[config.mk]
export PLATFORM = sky130hd
export DESIGN_NAME = hazard_stall_ctrl_flat
export DESIGN_NICKNAME = d
export VERILOG_FILES = /design/src/rtl/hazard_stall_ctrl_pkg.sv /design/src/rtl/hazard_stall_ctrl_if.sv /design/src/rtl/hazard_stall_ctrl_sat_counter.sv /design/src/rtl/hazard_stall_ctrl.sv /design/src/flat_wrapper.sv
export SDC_FILE = /design/constraint.sdc
export NUM_CORES = 1
export LEC_CHECK = 0
export CORE_MARGIN = 8
export CORE_UTILIZATION = 50
export DETAILED_ROUTE_END_ITERATION = 12
export PLACE_DENSITY = 0.82
export SLEW_MARGIN = 20
export SYNTH_ARGS = -nofsm -noshare
export SYNTH_HDL_FRONTEND = slang
export SYNTH_SLANG_ARGS = --single-unit
[constraint.sdc]
create_clock -name clk -period 3.61 [get_ports clk]
set_input_delay 0.361 -clock clk [delete_from_list [all_inputs] [get_ports clk]]
set_output_delay 0.361 -clock clk [all_outputs]
set_load 0.02 [all_outputs]
[src/rtl/hazard_stall_ctrl_pkg.sv]
// Shared types for the pipeline hazard/stall controller:
// controller states, per-cycle control bundle and the hazard compare.
package hazard_stall_ctrl_pkg;

   localparam int REG_W = 3;
   localparam int CNT_W = 16;

   localparam logic [15:0] NOP_INSTR = 16'b0000100000000000;

   typedef enum logic [1:0] {
      CTL_RUN   = 2'd0,
      CTL_DWAIT = 2'd1,
      CTL_IWAIT = 2'd2,
      CTL_HALT  = 2'd3
   } ctl_state_e;

   typedef struct packed {
      logic pc_write;
      logic ifid_en;
      logic ifid_flush;
      logic idex_en;
      logic idex_valid;
      logic exmem_en;
      logic memwb_en;
   } pipe_ctl_t;

   localparam pipe_ctl_t PC_NORMAL = '{
      pc_write: 1'b1, ifid_en: 1'b1, ifid_flush: 1'b0,
      idex_en: 1'b1, idex_valid: 1'b1,
      exmem_en: 1'b1, memwb_en: 1'b1};

   localparam pipe_ctl_t PC_FREEZE = '{
      pc_write: 1'b0, ifid_en: 1'b0, ifid_flush: 1'b0,
      idex_en: 1'b0, idex_valid: 1'b1,
      exmem_en: 1'b0, memwb_en: 1'b0};

   localparam pipe_ctl_t PC_BRANCH = '{
      pc_write: 1'b1, ifid_en: 1'b1, ifid_flush: 1'b1,
      idex_en: 1'b1, idex_valid: 1'b0,
      exmem_en: 1'b1, memwb_en: 1'b1};

   // I-cache miss: NOPs enter decode while older work drains
   localparam pipe_ctl_t PC_IFILL = '{
      pc_write: 1'b0, ifid_en: 1'b1, ifid_flush: 1'b1,
      idex_en: 1'b1, idex_valid: 1'b1,
      exmem_en: 1'b1, memwb_en: 1'b1};

   localparam pipe_ctl_t PC_BUBBLE = '{
      pc_write: 1'b0, ifid_en: 1'b0, ifid_flush: 1'b0,
      idex_en: 1'b1, idex_valid: 1'b0,
      exmem_en: 1'b1, memwb_en: 1'b1};

   localparam pipe_ctl_t PC_HALTED = '{
      pc_write: 1'b0, ifid_en: 1'b0, ifid_flush: 1'b0,
      idex_en: 1'b1, idex_valid: 1'b0,
      exmem_en: 1'b1, memwb_en: 1'b1};

   localparam pipe_ctl_t PC_RESET = '{
      pc_write: 1'b0, ifid_en: 1'b1, ifid_flush: 1'b1,
      idex_en: 1'b1, idex_valid: 1'b0,
      exmem_en: 1'b1, memwb_en: 1'b1};

   function automatic logic load_use(
      input logic             mem_rd,
      input logic [REG_W-1:0] rd,
      input logic [REG_W-1:0] rs,
      input logic             rs_used,
      input logic [REG_W-1:0] rt,
      input logic             rt_used
   );
      return mem_rd & ((rs_used & (rs == rd)) |
                       (rt_used & (rt == rd)));
   endfunction

endpackage

[src/rtl/hazard_stall_ctrl_if.sv]
// Hazard inputs and stage-register controls between the
// pipeline datapath (master) and the stall controller (slave).
interface hazard_stall_ctrl_if;
   import hazard_stall_ctrl_pkg::*;

   logic [REG_W-1:0] IfId_Rs;
   logic [REG_W-1:0] IfId_Rt;
   logic             IfId_RsUsed;
   logic             IfId_RtUsed;
   logic             IdEx_MemRead;
   logic [REG_W-1:0] IdEx_Rd;
   logic             BrTaken_ex;
   logic             IMem_Stall;
   logic             IMem_Done;
   logic             DMem_Stall;
   logic             DMem_Done;
   logic             Halt_wb;

   logic             PCWrite;
   logic             IfIdEn;
   logic             IfIdFlush;
   logic             IdExEn;
   logic             IdExValid;
   logic             ExMemEn;
   logic             MemWbEn;
   logic             Halted;
   logic [CNT_W-1:0] LuStallCnt;
   logic [CNT_W-1:0] MemStallCnt;

   modport master (
      output IfId_Rs, IfId_Rt, IfId_RsUsed, IfId_RtUsed,
      output IdEx_MemRead, IdEx_Rd, BrTaken_ex,
      output IMem_Stall, IMem_Done, DMem_Stall, DMem_Done,
      output Halt_wb,
      input  PCWrite, IfIdEn, IfIdFlush, IdExEn, IdExValid,
      input  ExMemEn, MemWbEn, Halted,
      input  LuStallCnt, MemStallCnt
   );

   modport slave (
      input  IfId_Rs, IfId_Rt, IfId_RsUsed, IfId_RtUsed,
      input  IdEx_MemRead, IdEx_Rd, BrTaken_ex,
      input  IMem_Stall, IMem_Done, DMem_Stall, DMem_Done,
      input  Halt_wb,
      output PCWrite, IfIdEn, IfIdFlush, IdExEn, IdExValid,
      output ExMemEn, MemWbEn, Halted,
      output LuStallCnt, MemStallCnt
   );

endinterface

[src/rtl/hazard_stall_ctrl_sat_counter.sv]
// Saturating up-counter with synchronous clear.
module hazard_stall_ctrl_sat_counter #(
   parameter int W = 16
) (
   input  logic         clk,
   input  logic         clr_i,
   input  logic         en_i,
   output logic [W-1:0] cnt_o
);

   logic [W-1:0] cnt_q;
   logic [W-1:0] cnt_d;

   always_comb begin
      cnt_d = cnt_q;
      if (clr_i) begin
         cnt_d = '0;
      end else if (en_i && (cnt_q != '1)) begin
         cnt_d = cnt_q + 1'b1;
      end
   end

   always_ff @(posedge clk) begin
      cnt_q <= cnt_d;
   end

   assign cnt_o = cnt_q;

endmodule

[src/rtl/hazard_stall_ctrl.sv]
// Pipeline stall/flush controller: load-use bubbles, branch
// redirects, I/D cache freezes, halt latch and stall counters.
module hazard_stall_ctrl
   import hazard_stall_ctrl_pkg::*;
(
   input  logic               clk,
   input  logic               rst,
   hazard_stall_ctrl_if.slave bus
);

   ctl_state_e state_q;
   ctl_state_e state_d;
   logic       redir_q;
   logic       redir_d;
   logic       brh_q;
   logic       brh_d;

   pipe_ctl_t  ctl;
   logic       lu_hit;
   logic       lu_inc;
   logic       mem_inc;

   pipe_ctl_t  run_ctl;
   ctl_state_e run_state;
   logic       run_dstall;
   logic       run_br;
   logic       run_redir;
   logic       run_brh;
   logic       run_lu;
   logic       run_mem;

   assign lu_hit = load_use(bus.IdEx_MemRead, bus.IdEx_Rd,
                            bus.IfId_Rs, bus.IfId_RsUsed,
                            bus.IfId_Rt, bus.IfId_RtUsed);

   // A branch resolved while frozen is remembered in brh_q
   assign run_dstall = (state_q == CTL_RUN) & bus.DMem_Stall;
   assign run_br     = bus.BrTaken_ex | brh_q;

   always_comb begin
      run_ctl   = PC_NORMAL;
      run_state = CTL_RUN;
      run_redir = redir_q;
      run_brh   = 1'b0;
      run_lu    = 1'b0;
      run_mem   = 1'b0;
      if (run_dstall) begin
         run_ctl   = PC_FREEZE;
         run_state = CTL_DWAIT;
         run_brh   = bus.BrTaken_ex;
         run_mem   = 1'b1;
      end else if (run_br) begin
         run_ctl = PC_BRANCH;
         if (bus.IMem_Stall) begin
            run_redir = 1'b1;
            run_state = CTL_IWAIT;
            run_mem   = 1'b1;
         end
      end else if (bus.IMem_Stall) begin
         run_ctl   = PC_IFILL;
         run_state = CTL_IWAIT;
         run_mem   = 1'b1;
      end else if (lu_hit) begin
         run_ctl = PC_BUBBLE;
         run_lu  = 1'b1;
      end
   end

   always_comb begin
      state_d = state_q;
      redir_d = redir_q;
      brh_d   = brh_q;
      ctl     = PC_NORMAL;
      lu_inc  = 1'b0;
      mem_inc = 1'b0;
      if (bus.Halt_wb || (state_q == CTL_HALT)) begin
         ctl     = PC_HALTED;
         state_d = CTL_HALT;
      end else begin
         unique case (state_q)
            CTL_DWAIT: begin
               if (bus.DMem_Done) begin
                  ctl     = run_ctl;
                  state_d = run_state;
                  redir_d = run_redir;
                  brh_d   = 1'b0;
                  lu_inc  = run_lu;
                  mem_inc = run_mem;
               end else begin
                  ctl     = PC_FREEZE;
                  brh_d   = brh_q | bus.BrTaken_ex;
                  mem_inc = 1'b1;
               end
            end
            CTL_IWAIT: begin
               if (bus.DMem_Stall) begin
                  ctl     = PC_FREEZE;
                  state_d = CTL_DWAIT;
                  brh_d   = bus.BrTaken_ex;
                  mem_inc = 1'b1;
               end else if (bus.IMem_Done) begin
                  // Word fetched from a stale PC is dropped
                  ctl            = PC_NORMAL;
                  ctl.ifid_flush = redir_q | bus.BrTaken_ex;
                  ctl.idex_valid = ~bus.BrTaken_ex;
                  state_d        = CTL_RUN;
                  redir_d        = 1'b0;
               end else if (bus.BrTaken_ex) begin
                  ctl     = PC_BRANCH;
                  redir_d = 1'b1;
                  mem_inc = 1'b1;
               end else begin
                  ctl     = PC_IFILL;
                  mem_inc = 1'b1;
               end
            end
            default: begin
               ctl     = run_ctl;
               state_d = run_state;
               redir_d = run_redir;
               brh_d   = run_brh;
               lu_inc  = run_lu;
               mem_inc = run_mem;
            end
         endcase
      end
      if (rst) begin
         ctl     = PC_RESET;
         state_d = CTL_RUN;
         redir_d = 1'b0;
         brh_d   = 1'b0;
         lu_inc  = 1'b0;
         mem_inc = 1'b0;
      end
   end

   always_ff @(posedge clk) begin
      if (rst) begin
         state_q <= CTL_RUN;
         redir_q <= 1'b0;
         brh_q   <= 1'b0;
      end else begin
         state_q <= state_d;
         redir_q <= redir_d;
         brh_q   <= brh_d;
      end
   end

   hazard_stall_ctrl_sat_counter #(
      .W (CNT_W)
   ) u_lu_cnt (
      .clk   (clk),
      .clr_i (rst),
      .en_i  (lu_inc),
      .cnt_o (bus.LuStallCnt)
   );

   hazard_stall_ctrl_sat_counter #(
      .W (CNT_W)
   ) u_mem_cnt (
      .clk   (clk),
      .clr_i (rst),
      .en_i  (mem_inc),
      .cnt_o (bus.MemStallCnt)
   );

   assign bus.PCWrite   = ctl.pc_write;
   assign bus.IfIdEn    = ctl.ifid_en;
   assign bus.IfIdFlush = ctl.ifid_flush;
   assign bus.IdExEn    = ctl.idex_en;
   assign bus.IdExValid = ctl.idex_valid;
   assign bus.ExMemEn   = ctl.exmem_en;
   assign bus.MemWbEn   = ctl.memwb_en;
   assign bus.Halted    = (state_q == CTL_HALT) & ~rst;

endmodule

[src/flat_wrapper.sv]
// flat-port wrapper written by rule: the top's interface ports become plain ports
module hazard_stall_ctrl_flat import hazard_stall_ctrl_pkg::*;
  (clk, rst, bus_IfId_Rs, bus_IfId_Rt, bus_IfId_RsUsed, bus_IfId_RtUsed, bus_IdEx_MemRead, bus_IdEx_Rd, bus_BrTaken_ex, bus_IMem_Stall, bus_IMem_Done, bus_DMem_Stall, bus_DMem_Done, bus_Halt_wb, bus_PCWrite, bus_IfIdEn, bus_IfIdFlush, bus_IdExEn, bus_IdExValid, bus_ExMemEn, bus_MemWbEn, bus_Halted, bus_LuStallCnt, bus_MemStallCnt);
  hazard_stall_ctrl_if bus_i ();
  input  logic clk;
  input  logic rst;
  input wire logic [$bits(bus_i.IfId_Rs)-1:0] bus_IfId_Rs;
  input wire logic [$bits(bus_i.IfId_Rt)-1:0] bus_IfId_Rt;
  input wire logic [$bits(bus_i.IfId_RsUsed)-1:0] bus_IfId_RsUsed;
  input wire logic [$bits(bus_i.IfId_RtUsed)-1:0] bus_IfId_RtUsed;
  input wire logic [$bits(bus_i.IdEx_MemRead)-1:0] bus_IdEx_MemRead;
  input wire logic [$bits(bus_i.IdEx_Rd)-1:0] bus_IdEx_Rd;
  input wire logic [$bits(bus_i.BrTaken_ex)-1:0] bus_BrTaken_ex;
  input wire logic [$bits(bus_i.IMem_Stall)-1:0] bus_IMem_Stall;
  input wire logic [$bits(bus_i.IMem_Done)-1:0] bus_IMem_Done;
  input wire logic [$bits(bus_i.DMem_Stall)-1:0] bus_DMem_Stall;
  input wire logic [$bits(bus_i.DMem_Done)-1:0] bus_DMem_Done;
  input wire logic [$bits(bus_i.Halt_wb)-1:0] bus_Halt_wb;
  output wire logic [$bits(bus_i.PCWrite)-1:0] bus_PCWrite;
  output wire logic [$bits(bus_i.IfIdEn)-1:0] bus_IfIdEn;
  output wire logic [$bits(bus_i.IfIdFlush)-1:0] bus_IfIdFlush;
  output wire logic [$bits(bus_i.IdExEn)-1:0] bus_IdExEn;
  output wire logic [$bits(bus_i.IdExValid)-1:0] bus_IdExValid;
  output wire logic [$bits(bus_i.ExMemEn)-1:0] bus_ExMemEn;
  output wire logic [$bits(bus_i.MemWbEn)-1:0] bus_MemWbEn;
  output wire logic [$bits(bus_i.Halted)-1:0] bus_Halted;
  output wire logic [$bits(bus_i.LuStallCnt)-1:0] bus_LuStallCnt;
  output wire logic [$bits(bus_i.MemStallCnt)-1:0] bus_MemStallCnt;
  assign bus_i.IfId_Rs = bus_IfId_Rs;
  assign bus_i.IfId_Rt = bus_IfId_Rt;
  assign bus_i.IfId_RsUsed = bus_IfId_RsUsed;
  assign bus_i.IfId_RtUsed = bus_IfId_RtUsed;
  assign bus_i.IdEx_MemRead = bus_IdEx_MemRead;
  assign bus_i.IdEx_Rd = bus_IdEx_Rd;
  assign bus_i.BrTaken_ex = bus_BrTaken_ex;
  assign bus_i.IMem_Stall = bus_IMem_Stall;
  assign bus_i.IMem_Done = bus_IMem_Done;
  assign bus_i.DMem_Stall = bus_DMem_Stall;
  assign bus_i.DMem_Done = bus_DMem_Done;
  assign bus_i.Halt_wb = bus_Halt_wb;
  assign bus_PCWrite = bus_i.PCWrite;
  assign bus_IfIdEn = bus_i.IfIdEn;
  assign bus_IfIdFlush = bus_i.IfIdFlush;
  assign bus_IdExEn = bus_i.IdExEn;
  assign bus_IdExValid = bus_i.IdExValid;
  assign bus_ExMemEn = bus_i.ExMemEn;
  assign bus_MemWbEn = bus_i.MemWbEn;
  assign bus_Halted = bus_i.Halted;
  assign bus_LuStallCnt = bus_i.LuStallCnt;
  assign bus_MemStallCnt = bus_i.MemStallCnt;
  hazard_stall_ctrl u_core (.clk(clk), .rst(rst), .bus(bus_i));
endmodule
==> key figures <==
Die
  – # IOs: 60
  – Starting density of the core: 0.507
  – Die Height: between 80 and 90 µm
  – Core Region: 4600 µm²
  – Die X: approximately 84 µm
  – Row count: 25
  – Die area: 7110 µm²

Clock tree
  – Post-CTS Setup Repair Bufs: 0
  – Reg clk slew, reported paths: around 0.07 ns
  – Clk sinks: 36
  – CTS root buf: clkbuf_8
  – Post-CTS sizing: 0
  – Worst-Skew Late Latency: 0.29 ns
  – CTS Buf Count: 5
  – CTS hold repair buffers: 0
  – TritonCTS clock tree: built
  – H-tree depth: 2
  – Clk buf depth: 2

Outcome
  – Run status: finished, final reports clean

Critical path
  – Crit path capture type: output port
  – CP delay by family, top: compound AO/OA/AOI/OAI gates
  – Crit path launch type: register
  – Path depth of the worst reg2reg path: 7
  – Reg-to-reg endpoint: u_core.u_mem_cnt.cnt_o[13]
  – Crit Path Category: register to output port
  – Worst Path Arrival: ~2.8 ns
  – Crit-path max FO: 6
  – Critical path cell sequence: inv_1, ha_1, and2_1, o21ai_0, o21ai_0, o2bb2ai_1, nand2_1, clkdlybuf4s50_1
  – Worst path required time: about 3.3 ns
  – WP buf/inv: 2
  – CP peak stage delay: about 0.62 ns
  – R2R Setup Slk: 0.88 ns
  – Crit-path most repeated cell: o21ai_0
  – R2r startpoint: u_core.state_q[0]
  – Crit path from: u_core.state_q[0]
  – CP max-delay cell: clkdlybuf4s50_1

Yosys
  – Mapped Nets: 320
  – Post-Synthesis Cells: 294
  – Synth Cell Area: 2330 µm²
  – Adder-Cell Fraction of Synth Area: 0.0322
  – Number of synthesized flops with an enable pin: 0
  – Syn Area/Cell: ~7.9 µm²
  – Top cell type's share of synthesized area: 0.309
  – Area contributors post-synth: dfxtp_1 31%, a21oi_1 6.4%, or4_1 4.5%, o21ai_0 3.9%, o31ai_1 3.9%
  – Largest family of logic cells by synthesized area: simple AND/OR/NAND/NOR gates
  – Synth async-reset ratio: 0
  – Cell with the most instances after synthesis: dfxtp_1
  – Most used DFF post-synth: dfxtp_1
  – Synth Register Bits: 36
  – Yosys cell types: 50
  – Synth warn: 0
  – Register area share after synthesis: 0.309
  – Multiplexer share of the synthesized area: 0.0241
  – Post-synthesis simple-gate area fraction: 0.290
  – Post-synth top cells: 36 x dfxtp_1, 30 x a21oi_1, 23 x nor2_1
  – Xor and xnor area share after synthesis: 0.0225
  – Post-synthesis compound-gate area fraction: 0.276
  – Cell taking the most area after synthesis: dfxtp_1

Hold path
  – WHS Path Cells: 2
  – Hold_sp: u_core.u_mem_cnt.cnt_o[13]
  – Worst hold path endpoint: u_core.u_mem_cnt.cnt_o[13]
  – Hold Crit Class: register to register

GRT
  – Global Route Usage Sum: 0.172
  – Initial antenna violation count: 0
  – Grt total ovfl: 0
  – Vias in the first global route: 2232
  – First-pass GRT wire length: between 10 and 15 mm
  – Largest net degree at the start of global routing: 39

Timing
  – Minimum clock period: approximately 3.1 ns
  – Rel. slew slack: 0.355
  – Max Clock Skew: ~0.011 ns
  – Endpoints failing setup: 0
  – Slew Viols, Final: 0
  – Fin Setup TNS: 0 ns
  – Period utilisation layout: 0.866
  – Final Hold Viols: 0
  – Post-route setup slack: a little under 0.5 ns
  – RSZ-0062 raised after global routing: false
  – Least-Margin Pin Slew: 0.967 ns
  – FMAX: between 300 and 400 MHz

Power and ir drop
  – Leakage: 0.940 nW
  – Clock power frac: 0.343
  – Reg power frac: 0.471
  – Worst vdd ir: 0.199 mV
  – Power Internal: 0.628 mW
  – PwrDens: around 290 nW/µm²
  – Logic pwr share: 0.186
  – Psw: 0.238 mW
  – Switching share of power: 0.274

Finish
  – Fin cells: roughly 400
  – Area Overhead vs Synth: 29.8%
  – Fin nets: between 300 and 400
  – Fill cells: ~400
  – Fin util: 0.659
  – Ant diodes: 0
  – Layout cells sized above 1: 0.0548

Placed design
  – Routability Congestion: roughly 0.9
  – Dpl cells: 393
  – Port buffer count: 59
  – Pre-CTS setup slack: about 0.53 ns
  – Post-DP HPWL: ~4.6 mm

Route
  – Post-Route WL: 6.39 mm
  – DRC: 0
  – DRT Pass-1 Iters: 4
  – DR vias/cell: 6.26
  – Vias: ~2500
  – WL/cell: approximately 16 µm
  – DRT iter0 DRCs: 119
  – Post-route ant nets: 0

Flow run
  – Max Cap Violations: 0
==> registers in the layout (all words and copies together), names as in the netlist <==
| name | count |
|---|---|
| u_core.state_q | 2 |
| u_core.u_lu_cnt.cnt_o | 16 |
| u_core.redir_q | 1 |
| u_core.brh_q | 1 |
| u_core.u_mem_cnt.cnt_o | 16 |
==> worst register-to-register path, stage by stage, from the launching register on <==
cell     delay (ns)
dfxtp_1        0.34
inv_1          0.08
ha_1           0.40
nor2b_1        0.28
o22ai_1        0.12
a311o_1        0.68
or4_1          0.62
a21oi_1        0.15
==> cell type report <==
cell class,instances,area (µm²),area share
repair buffers,60,598,0.198
well taps,54,67.6,0.0223
flip-flops and latches,36,721,0.238
clock buffers,8,90.1,0.0298
inverters,11,41.3,0.0136
multi-input cells,232,1510,0.499
==> per-stage QoR <==
stage	total power [mW]	hold slack, ns	instance area, µm²
after global placement	0.574	0.480	2930
after CTS	0.869	0.500	3020
final	0.866	0.501	3030
after global routing	0.906	0.524	3030
after floorplan	0.517	0.477	2330
after detailed placement	0.576	0.490	2930
==> cells by family (layout without fill, tap and decap cells) <==
kind of cell | Yosys count | count (layout)
buf+inv | 26 | 79
fa+ha+maj | 6 | 6
xor+xnor | 6 | 6
compound gates | 95 | 95
mux | 5 | 5
flops | 36 | 36
simple gates | 120 | 120
==> layer usage <==
layer  GRT usage  vias to the layer above  wire length [µm]
met5           0                        -                 0
met4      0.0644                        0                89
met3      0.0416                        9               475
met2       0.265                       99              2870
met1       0.225                     1172              2950
li1            -                     1231                 -
==> worst max-delay path by stage <==
| stage | to | slack, ns | depth (start not counted) |
|---|---|---|---|
| final | bus_ExMemEn | 0.48 | 8 |
| after global routing | bus_IdExEn | 0.28 | 8 |
| after CTS | bus_ExMemEn | 0.48 | 8 |
| after detailed placement | bus_ExMemEn | 0.53 | 7 |
| after global placement | bus_ExMemEn | 0.65 | 7 |
| after floorplan | u_core.u_lu_cnt.cnt_o[10] | 1.24 | 6 |
==> power groups by stage <==
stage / logic, mW / registers, mW / clock network [mW]
final: 0.161 / 0.408 / 0.297
after global routing: 0.176 / 0.409 / 0.322
after CTS: 0.160 / 0.408 / 0.301
after detailed placement: 0.159 / 0.417 / 0
after global placement: 0.157 / 0.417 / 0
after floorplan: 0.0998 / 0.417 / 0
==> cells in the final DEF, fill, tap and decap left out, types with 5 or more instances in the layout <==
master | netlist | layout
clkbuf_8 | 0 | 6
o41ai_1 | 6 | 6
nand2_1 | 17 | 17
clkdlybuf4s50_1 | 0 | 59
nor2_1 | 23 | 23
inv_1 | 11 | 11
ha_1 | 6 | 6
dfxtp_1 | 36 | 36
a21oi_1 | 30 | 30
o31ai_1 | 12 | 12
or4_1 | 14 | 14
nand3_1 | 12 | 12
xnor2_1 | 6 | 6
nor2b_1 | 10 | 10
nor3_1 | 5 | 5
or3_1 | 10 | 10
mux2_2 | 5 | 5
nand4_1 | 5 | 5
o21ai_0 | 18 | 18
Power figures use the tool's default switching activity.
